## src/rtl/ar_disp_if.sv

```systemverilog
// Signal bundle between the ARINC display page sequencer and its environment.
// The master side drives the controls, and the sequencer drives the page outputs.
interface ar_disp_if;
  logic       btn_next;
  logic       auto_en;
  logic       snap_en;
  logic       rx_stb;
  logic [1:0] S;
  logic       page_stb;
  logic       new_rx;

  modport master (
    output btn_next, auto_en, snap_en, rx_stb,
    input  S, page_stb, new_rx
  );

  modport slave (
    input  btn_next, auto_en, snap_en, rx_stb,
    output S, page_stb, new_rx
  );
endinterface

```

## src/rtl/ar_disp_seq.sv

```systemverilog
// Page sequencer for the 4-page ARINC TX/RX display mux.
// Pages advance on a dwell timer, on a debounced button, or snap to page 0 on a new RX word.
module ar_disp_seq #(
  parameter int unsigned DWELL_CYC = 50_000_000,
  parameter int unsigned DEB_CYC   = 1_000_000
) (
  input logic      clk,
  input logic      rst,
  ar_disp_if.slave bus
);

  localparam int unsigned DwellW = $clog2(DWELL_CYC);
  localparam int unsigned DebW   = $clog2(DEB_CYC);

  logic [1:0]        sync_q;
  logic              btn_d_q, btn_d_d;
  logic [DebW-1:0]   deb_cnt_q, deb_cnt_d;
  logic [DwellW-1:0] dwell_cnt_q, dwell_cnt_d;
  logic [1:0]        s_q, s_d;
  logic              page_stb_q, page_stb_d;
  logic              new_rx_q, new_rx_d;

  logic btn_s, deb_fire, press, tick, snap;

  always_ff @(posedge clk or posedge rst) begin
    if (rst) begin
      sync_q      <= '0;
      btn_d_q     <= 1'b0;
      deb_cnt_q   <= '0;
      dwell_cnt_q <= '0;
      s_q         <= '0;
      page_stb_q  <= 1'b0;
      new_rx_q    <= 1'b0;
    end else begin
      sync_q      <= {sync_q[0], bus.btn_next};
      btn_d_q     <= btn_d_d;
      deb_cnt_q   <= deb_cnt_d;
      dwell_cnt_q <= dwell_cnt_d;
      s_q         <= s_d;
      page_stb_q  <= page_stb_d;
      new_rx_q    <= new_rx_d;
    end
  end

  always_comb begin
    btn_s    = sync_q[1];
    deb_fire = (btn_s != btn_d_q) && (deb_cnt_q == DebW'(DEB_CYC - 1));
    // Only an accepted rising level is an event; release is silent.
    press    = deb_fire && btn_s;
    tick     = bus.auto_en && (dwell_cnt_q == DwellW'(DWELL_CYC - 1));
    snap     = bus.rx_stb && bus.snap_en;

    btn_d_d   = deb_fire ? btn_s : btn_d_q;
    deb_cnt_d = ((btn_s == btn_d_q) || deb_fire) ? '0 : deb_cnt_q + 1'b1;

    s_d         = s_q;
    dwell_cnt_d = bus.auto_en ? dwell_cnt_q + 1'b1 : '0;
    if (snap) begin
      s_d         = '0;
      dwell_cnt_d = '0;
    end else if (press) begin
      s_d         = s_q + 2'd1;
      dwell_cnt_d = '0;
    end else if (tick) begin
      s_d         = s_q + 2'd1;
      dwell_cnt_d = '0;
    end

    page_stb_d = (s_d != s_q);

    // A new word beats a simultaneous press, so the flag is never lost.
    if (bus.rx_stb) begin
      new_rx_d = 1'b1;
    end else if (press) begin
      new_rx_d = 1'b0;
    end else begin
      new_rx_d = new_rx_q;
    end
  end

  assign bus.S        = s_q;
  assign bus.page_stb = page_stb_q;
  assign bus.new_rx   = new_rx_q;

endmodule

```

## src/flat_wrapper.sv

```systemverilog
// flat-port wrapper written by rule: the top's interface ports become plain ports
module ar_disp_seq_flat 
#(
  parameter int unsigned DWELL_CYC = 50_000_000,
  parameter int unsigned DEB_CYC   = 1_000_000
)
  (clk, rst, bus_btn_next, bus_auto_en, bus_snap_en, bus_rx_stb, bus_S, bus_page_stb, bus_new_rx);
  ar_disp_if bus_i ();
  input logic clk;
  input logic rst;
  input wire logic [$bits(bus_i.btn_next)-1:0] bus_btn_next;
  input wire logic [$bits(bus_i.auto_en)-1:0] bus_auto_en;
  input wire logic [$bits(bus_i.snap_en)-1:0] bus_snap_en;
  input wire logic [$bits(bus_i.rx_stb)-1:0] bus_rx_stb;
  output wire logic [$bits(bus_i.S)-1:0] bus_S;
  output wire logic [$bits(bus_i.page_stb)-1:0] bus_page_stb;
  output wire logic [$bits(bus_i.new_rx)-1:0] bus_new_rx;
  assign bus_i.btn_next = bus_btn_next;
  assign bus_i.auto_en = bus_auto_en;
  assign bus_i.snap_en = bus_snap_en;
  assign bus_i.rx_stb = bus_rx_stb;
  assign bus_S = bus_i.S;
  assign bus_page_stb = bus_i.page_stb;
  assign bus_new_rx = bus_i.new_rx;
  ar_disp_seq #(.DWELL_CYC(DWELL_CYC), .DEB_CYC(DEB_CYC)) u_core (.clk(clk), .rst(rst), .bus(bus_i));
endmodule
```

## config.mk

```make
export PLATFORM = sky130hd
export DESIGN_NAME = ar_disp_seq_flat
export DESIGN_NICKNAME = d
export VERILOG_FILES = /design/src/rtl/ar_disp_if.sv /design/src/rtl/ar_disp_seq.sv /design/src/flat_wrapper.sv
export SDC_FILE = /design/constraint.sdc
export NUM_CORES = 1
export LEC_CHECK = 0
export CAP_MARGIN = 15
export CORE_MARGIN = 10
export CORE_UTILIZATION = 54
export CTS_CLUSTER_DIAMETER = 150
export DETAILED_ROUTE_END_ITERATION = 12
export GPL_TIMING_DRIVEN = 1
export PLACE_DENSITY = 0.75
export SYNTH_ARGS = -nofsm -noshare
export SYNTH_HDL_FRONTEND = slang
export SYNTH_SLANG_ARGS = --single-unit
```

## constraint.sdc

```tcl
create_clock -name clk -period 2 [get_ports clk]
set_clock_uncertainty 0.1 [all_clocks]
set_input_delay 0.3 -clock clk [delete_from_list [all_inputs] [get_ports clk]]
set_output_delay 0.3 -clock clk [all_outputs]
set_load 0.005 [all_outputs]
```

Word-level counts from Yosys, hierarchy flattened
Index checks and enable logic that the tools add are counted.
- add/subtract/negate cells: 3
- multipliers: 0
- divide/modulo/power cells: 0
- magnitude comparators: 0
- equality and inequality tests: 5
- shift operators: 0
- multiplexer cells: 10
- bitwise operators: 0
- reduce and logical (&&, ||, !) cells: 6
- operators with widths (kind ; number):
    26-bit 2-to-1 mux ; 4
    26-bit by 1-bit adder with 26-bit output, second input constant ; 1
    26-bit == test, second input constant ; 1
    20-bit by 1-bit adder with 20-bit output, second input constant ; 1
    20-bit == test, second input constant ; 1
    20-bit 2-to-1 mux ; 1
    2-bit 2-to-1 mux ; 3
    1-bit logical AND ; 4
    2-bit by 1-bit adder with 2-bit output, second input constant ; 1
    1-bit 2-to-1 mux ; 2
    2-bit inequality test ; 1
    2-bit nonzero test ; 1
    1-bit == test ; 1
    1-bit logical OR ; 1
    1-bit inequality test ; 1
- register bits: 53
- latch bits: 0
- bits in writable memories: 0
- memory bits (read-only): 0
- bits of input ports: 6
- output and inout port bits: 4
- logic and storage cells: 31
- memories: 0

Depth between registers and ports, before layout
Gate-level depths: netlist (run 1).
- word-level depth: 6
- mapped depth: 8
- mapped depth without buffers: 6

Least setup slack after synthesis (run 1)
No wires, ideal clock.
- path kind: register to register
- start point: reg u_core.dwell_cnt_q[0]
- end point: reg u_core.s_q[1], in the netlist u_core.bus.S[1]
- setup time: 0.078 ns
- arrival: 1.862 ns
- data required time: 1.822 ns
- path slack: -0.039 ns
- cell stages (with the launch flop): 7
- path buffers: 0
- clock period less this slack: 2.039 ns
- path through: dfrtp_1 > ha_1 > nand3_2 > or4_4 > o22a_4 > or3_1 > a21boi_1
- word-level cells in the longest chain between the ends: 5
- ends and longest elaborated chain (what ; RTL line ; text):
    from (decl) ; ar_disp_seq.sv:18 ; logic [DwellW-1:0] dwell_cnt_q, dwell_cnt_d;
    from (signal assigned) ; ar_disp_seq.sv:38 ; dwell_cnt_q <= dwell_cnt_d;
    26-bit == test ; ar_disp_seq.sv:50 ; tick = bus.auto_en && (dwell_cnt_q == DwellW'(DWELL_CYC - 1));
    1-bit logical AND ; ar_disp_seq.sv:50 ;
    2-bit 2-to-1 mux ; ar_disp_seq.sv:64 ; end else if (tick) begin
    2-bit 2-to-1 mux ; ar_disp_seq.sv:61 ; end else if (press) begin
    2-bit 2-to-1 mux ; ar_disp_seq.sv:58 ; if (snap) begin
    via u_core.s_d[1] ; ar_disp_seq.sv:19 ; logic [1:0] s_q, s_d;
    to (signal assigned) ; ar_disp_seq.sv:31 ; s_q <= '0;
    to (signal assigned) ; ar_disp_seq.sv:39 ; s_q <= s_d;
    to (decl) ; ar_disp_seq.sv:19 ;
The timed path passes the listed nets, and every way through them passes these cells.
A chain may end at the register's enable or synchronous reset.

Final worst setup path (run 1)
- start point: reg u_core.dwell_cnt_q[4]
- end point: reg u_core.s_q[1], in the netlist u_core.bus.S[1]
Same word-level chain as after synthesis.

==> summary.txt, run 1 <==
Clock tree
  • Clock sinks: 53
  • CTS tree: yes
  • Clock Path Buffers: 2
  • H-Tree Depth: 2
  • Clk pin slew, worst setup/hold paths: 0.09 ns
  • CTS Buf Count: 5
  • CTS root buf: clkbuf_8
  • Worst-Skew Late Latency: 0.30 ns
  • Post-CTS Hold Buffers: 0

Critical path
  • CP endpoint kind: flop
  • Required time of the critical path: 2.14 ns
  • Critical Path AT: 2.14 ns
  • Reg2Reg Depth: 5
  • Slowest stage delay, CP: 0.55 ns
  • RR Endpoint: u_core.bus.S[1]$_DFF_PP0_
  • Reg2Reg Launch Point: u_core.dwell_cnt_q[4]$_DFF_PP0_
  • CP Max Fanout: 4
  • CP delay by family, top: simple AND/OR/NAND/NOR gates
  • Critical path class: flop to flop
  • CP cell instances: nand3_2, or4_4, o22a_4, or3_1, a21boi_1
  • Reg2reg setup slack: -0.0005 ns
  • Crit start category: flop
  • Slowest stage cell, crit path: or4_4
  • Worst path bufs/invs: 0

Synth
  • Yosys reg bits: 53
  • Post-Synthesis Cells: 264
  • Cell taking the most area after synthesis: dfrtp_1
  • Synthesized area per cell: 9.93 um^2
  • Ranking of synthesized cells by area: dfrtp_1 (51%), xnor2_1 (9.0%), nor2_1 (8.2%)
  • Library cells used by synthesis: 37
  • Yosys warns: 0
  • Synthesized Nets: 272
  • Seq/Total Area, Yosys: 50.6%
  • Mapped cell area: 0.00262 mm^2
  • Synth top area share: 50.6%

Cells and area
  • Area of the multi-input gates: 0.00128 mm^2
  • Fillcell total: 367
  • Most common cell after layout, fill and taps aside: nor2_1
  • Share of cells above drive strength 1: 18.9%
  • Antenna Cells: 0
  • Nets: 315
  • Layout Cells excl Fill: 374
  • Most frequent cells in the layout: nor2_1 (57), dfrtp_1 (53), buf_4 (31)
  • Cell area after layout: 0.00316 mm^2
  • Area growth, synth to finish: 20.7%
  • Sequential cell area: 0.00133 mm^2

Floorplan
  • Die area: 0.00804 mm^2
  • Core ar.: 0.00472 mm^2
  • Die Span Y: 89.7 um
  • Std-Cell Rows: 25
  • Overall die width: 89.7 um
  • Ports: 10
  • Starting Density: 55.5%

Power
  • Switch Pwr: 0.000394 W
  • Clock power frac: 33.0%
  • P per Cell Area: 571 mW/mm^2
  • Int Pwr: 0.00141 W
  • Power, Total: 0.00181 W
  • LEAKAGE: 1.32 nW
  • Max IR drop VDD: 634 uV
  • Comb power frac: 6.6%
  • Register share of total power: 60.4%
  • Sw Share: 21.8%

Route
  • DR vias: 1986
  • Vias per Instance: 5.31
  • Post-route DRC: 0
  • Routed len/inst: 14.1 um
  • First-pass DRT Iterations: 4
  • Final WL: 5290 um
  • Drt initial violations: 69
  • Antenna Nets Post-Route: 0

Place
  • Pre-CTS WS: -0.00827 ns
  • Placed cell count: 363
  • Cell Area, Placed: 0.00301 mm^2
  • Dpl hpwl: 3790 um
  • I/O Buffers: 9
  • Gpl congestion: 0.824

STA
  • Final Hold Fails: 0
  • Worst slew pin tran: 0.512 ns
  • Setup Total Neg Slack: -0.000487 ns
  • Pins over their slew limit: 0
  • Slew headroom: 65.5%
  • Final WS setup: -0.000487 ns
  • Fmax achieved: 500 MHz
  • Fin crit share: 100%
  • RSZ-0062 raised after global routing: yes
  • # setup viols final: 1
  • Minimum clock period: 2.00 ns

Run
  • Max Cap Viol: 0

Global routing
  • First-pass GRT wire length: 9030 um
  • Vias in the first global route: 2081
  • Antenna violations before repair: 0
  • Largest net degree at the start of global routing: 23
  • GRT Residual Overflow: 0
  • All-Layer GR Usage: 14.2%

Status
  • Failing checks: negative setup slack
  • Run status: finished with violations

Min path
  • Hold/Removal Path Class: input port to async pin
-- per-layer routing --
| metal | track usage [%] | share of wire (%) | vias up |
|---|---|---|---|
| li1 | - | - | 987 |
| met1 | 15.5 | 42 | 977 |
| met2 | 25.7 | 54 | 14 |
| met3 | 3.43 | 1.7 | 8 |
| met4 | 5.78 | 1.5 | 0 |
| met5 | 0 | 0 | - |
-- final cells by class --
type / instances / area share [%]
Timing Repair Buffer: 43 / 11.6
Multi-Input combinational cell: 198 / 40.4
Inverter: 6 / 0.712
Tap cell: 67 / 2.65
Clock buffer: 7 / 2.73
Sequential cell: 53 / 41.9
-- through the flow --
step	utilization (%)	hold WS, ns
global route	67.0	0.256
detailed placement	63.8	0.259
floorplan	-	0.231
CTS	65.8	0.216
global placement	63.8	0.234
finish	67.0	0.209
-- registers in the layout, summed over array words and instances (netlist names) --
register and cells:
u_core.deb_cnt_q 20, u_core.sync_q 2, u_core.btn_d_q 1, u_core.bus.S 2, u_core.dwell_cnt_q 26, u_core.bus.page_stb 1, u_core.bus.new_rx 1
-- synthesized netlist by cell type, drive strengths merged --
cell type and n:
nor2 57, dfrtp 53, xnor2 27, nand2 17, xor2 17, nand3 16
nand4 14, nor4 9, nor3 8, inv 6, and3 5, and4 4
buf 4, clkbuf 3, a21oi 2, ha 2, nor4b 2, or2 2
or3 2, or4 2, a21boi 1, a21o 1, and2b 1, and3b 1
and4b 1, mux2 1, nand2b 1, nor2b 1, o21ai 1, o21bai 1
o22a 1, o311ai 1
-- logic make-up after synthesis --
kind of cell	share of synthesized area (%)
DFF	50.6
and+or+nand+nor	28.1
buffers and inverters	2.53
muxes	0.430
adders and majority gates	0.955
AOI/OAI and AO/OA	2.72
xor gates and xnor gates	14.7
-- what timing repair did --
| item | CTS | global route |
|---|---|---|
| buffers inserted | 1 | 1 |
| resized for setup | 1 | 10 |
| hold endpoints to repair | 0 | 0 |
| setup endpoints to repair | 2 | 22 |
| cloned | 0 | 2 |
-- worst max path at each step --
| stage | start | endpoint | cells after the start |
|---|---|---|---|
| 2_1_floorplan | u_core.dwell_cnt_q[0]$_DFF_PP0_ | u_core.bus.S[1]$_DFF_PP0_ | 6 |
| 3_3_place_gp | bus_auto_en | u_core.bus.S[1]$_DFF_PP0_ | 6 |
| 3_5_place_dp | bus_auto_en | u_core.bus.S[1]$_DFF_PP0_ | 6 |
| 4_1_cts | u_core.dwell_cnt_q[14]$_DFF_PP0_ | u_core.bus.S[1]$_DFF_PP0_ | 5 |
| 5_1_grt | u_core.dwell_cnt_q[14]$_DFF_PP0_ | u_core.bus.S[1]$_DFF_PP0_ | 5 |
| 6_report | u_core.dwell_cnt_q[4]$_DFF_PP0_ | u_core.bus.S[1]$_DFF_PP0_ | 5 |
-- power groups by stage --
stage / Clock [W] / Sequential (W) / Combinational (W)
finish: 0.000596 / 0.00109 / 0.000120
global route: 0.000658 / 0.00109 / 0.000134
CTS: 0.000616 / 0.00109 / 0.000116
detailed placement: 0 / 0.00111 / 0.000115
global placement: 0 / 0.00111 / 0.000112
floorplan: 0 / 0.00111 / 0.0000562
Power figures use the tool's default switching activity.
==> run 2: changes to the inputs <==
Settings changed: SKIP_CTS_REPAIR_TIMING from default to 1.
==> run 2 against run 1 <==
The flow still finishes with violations (negative setup slack). Register-to-register slack barely moved. Routed wire length fell by 0.21%. Clock power barely moved. Non-clock buffer count did not move. Critical path type unchanged. Highest routed layer unchanged.
==> summary.txt, run 2 (synthesized netlist as in run 1, its figures left out) <==
Status
  • Run status: finished with violations
  • Failing checks: negative setup slack

STA
  • Fmax achieved: 500 MHz (about the same)
  • Final Hold Fails: 0 (unchanged)
  • Final WS setup: -0.000733 ns (-0.000246 ns)
  • Worst slew pin tran: 0.514 ns (+0.00142 ns)
  • Minimum clock period: 2.00 ns (+0.000246 ns)
  • Fin crit share: 100% (about the same)
  • Slew headroom: 65.4% (-0.096 points)
  • # setup viols final: 1 (unchanged)
  • Pins over their slew limit: 0 (unchanged)
  • RSZ-0062 raised after global routing: yes

Critical path
  • CP endpoint kind: flop
  • Reg2Reg Depth: 5 (unchanged)
  • Critical Path AT: 2.14 ns (about the same)
  • RR Endpoint: u_core.bus.S[1]$_DFF_PP0_
  • Reg2Reg Launch Point: u_core.dwell_cnt_q[4]$_DFF_PP0_
  • CP Max Fanout: 4 (unchanged)
  • CP cell instances: nand3_2, or4_4, o22a_4, or3_1, a21boi_1
  • Slowest stage delay, CP: 0.56 ns (about the same)
  • Slowest stage cell, crit path: or4_4
  • Reg2reg setup slack: -0.0007 ns (about the same)
  • Critical path class: flop to flop
  • Crit start category: flop
  • Required time of the critical path: 2.14 ns (about the same)

Global routing
  • Busiest grt layer: met2
  • GR Util met3: 3.43% (unchanged)
  • M1 GR Usage: 15.2% (-0.33 points)
  • First-pass GRT wire length: 8940 um (-0.92%)
  • All-Layer GR Usage: 14.1% (-0.076 points)
  • GRT Residual Overflow: 0 (unchanged)
  • Vias in the first global route: 2078 (-0.14%)
  • Met2 track demand over resource: 25.8% (+0.13 points)
  • Largest net degree at the start of global routing: 23 (unchanged)
  • Antenna violations before repair: 0 (unchanged)

Power
  • Power, Total: 0.00181 W (about the same)
  • P per Cell Area: 570 mW/mm^2 (about the same)
  • LEAKAGE: 1.32 nW (about the same)
  • Max IR drop VDD: 634 uV (about the same)

Route
  • Antenna Nets Post-Route: 0 (unchanged)
  • Final WL: 5270 um (-0.21%)
  • DR vias: 1999 (+0.65%)
  • Post-route DRC: 0 (unchanged)
  • Drt initial violations: 92 (+33%)
  • Vias per Instance: 5.34 (+0.65%)
  • First-pass DRT Iterations: 4 (unchanged)
  • Routed len/inst: 14.1 um (-0.21%)

Floorplan
  • Overall die width: 89.7 um (unchanged)
  • Core ar.: 0.00472 mm^2 (unchanged)
  • Die Span Y: 89.7 um (unchanged)
  • Std-Cell Rows: 25 (unchanged)
  • Starting Density: 55.5% (unchanged)
  • Die area: 0.00804 mm^2 (unchanged)
  • Ports: 10 (unchanged)

Cells and area
  • Fillcell total: 372 (+1.4%)
  • Biggest regs: u_core.dwell_cnt_q: 26 flops, u_core.deb_cnt_q: 20 flops
  • Largest register FFs: 26 (unchanged)
  • Most frequent cells in the layout: nor2_1 (57), dfrtp_1 (53), buf_4 (32)
  • Nets: 315 (unchanged)
  • Top reg by flops: u_core.dwell_cnt_q
  • Area growth, synth to finish: 20.8% (about the same)
  • Share of cells above drive strength 1: 18.9% (unchanged)
  • Most common cell after layout, fill and taps aside: nor2_1
  • Antenna Cells: 0 (unchanged)

Clock tree
  • Clock sinks: 53 (unchanged)
  • CTS tree: yes
  • CTS Buf Count: 5 (unchanged)
  • H-Tree Depth: 2 (unchanged)
  • Worst-Skew Late Latency: 0.30 ns (about the same)
  • Clk pin slew, worst setup/hold paths: 0.09 ns (about the same)
  • CTS root buf: clkbuf_8
  • Clock Path Buffers: 2 (unchanged)

Run
  • Max Cap Viol: 0 (unchanged)

Min path
  • Hold/Removal Path Class: input port to async pin

Place
  • I/O Buffers: 9 (unchanged)
  • Gpl congestion: 0.824 (unchanged)
  • Dpl hpwl: 3790 um (unchanged)
  • Pre-CTS WS: -0.00827 ns (unchanged)
[run 2: cell count changes in the layout (fill, tap and decap cells not counted)]
cell / before / now
buf_2: 1 / 0
buf_4: 31 / 32
[run 2: cell type report]
class / count / area [um^2] / area share, %
tap: 67 / 83.8 / 2.65
clock buffer: 7 / 86.3 / 2.73
inverter: 6 / 22.5 / 0.711
sequential: 53 / 1330 / 41.9
timing repair buffer: 43 / 370 / 11.7
multi-input combinational: 198 / 1280 / 40.3
[run 2: report_power, final]
part / internal, W / leakage, nW / switching, W
registers: 0.00108 / 0.726 / 0.00000778
logic: 0.0000553 / 0.550 / 0.0000654
clock network: 0.000275 / 0.0443 / 0.000321
[run 2: worst max-delay path by stage]
stage                                                start  slack, ns                          endpoint
after floorplan            u_core.dwell_cnt_q[0]$_DFF_PP0_       0.04         u_core.bus.S[1]$_DFF_PP0_
final                      u_core.dwell_cnt_q[4]$_DFF_PP0_    -0.0007         u_core.bus.S[1]$_DFF_PP0_
after detailed placement                       bus_auto_en     -0.008         u_core.bus.S[1]$_DFF_PP0_
after global placement                         bus_auto_en      0.009         u_core.bus.S[1]$_DFF_PP0_
after CTS                    u_core.deb_cnt_q[1]$_DFF_PP0_     -0.002  u_core.dwell_cnt_q[20]$_DFF_PP0_
after global routing      u_core.dwell_cnt_q[14]$_DFF_PP0_      -0.05         u_core.bus.S[1]$_DFF_PP0_
[run 2: worst max-delay path, delay by kind of cell, from the launching register on]
family,cells,cell delay [ns]
and+or+nand+nor,3,1.02
DFF,1,0.43
AOI/OAI and AO/OA,2,0.39
[run 2: per-layer routing]
layer  vias to the layer above  routed length [um]  share of wire [%]
met1                       986                2220                 42
met4                         0                  76                1.4
met5                         -                   0                  0
li1                        986                   -                  -
met2                        19                2870                 54
met3                         8                 113                2.1
[run 2: per-stage QoR]
step           util, %  std cells   TNS [ns]  area (um^2)  hold slack [ns]
6_report          67.0        374  -0.000733         3170            0.208
5_1_grt           67.0        374     -0.177         3170            0.256
4_1_cts           65.6        370   -0.00373         3100            0.216
3_5_place_dp      63.8        363   -0.00827         3010            0.259
3_3_place_gp      63.8        363          0         3010            0.234
2_1_floorplan        -        264          0         2630            0.231
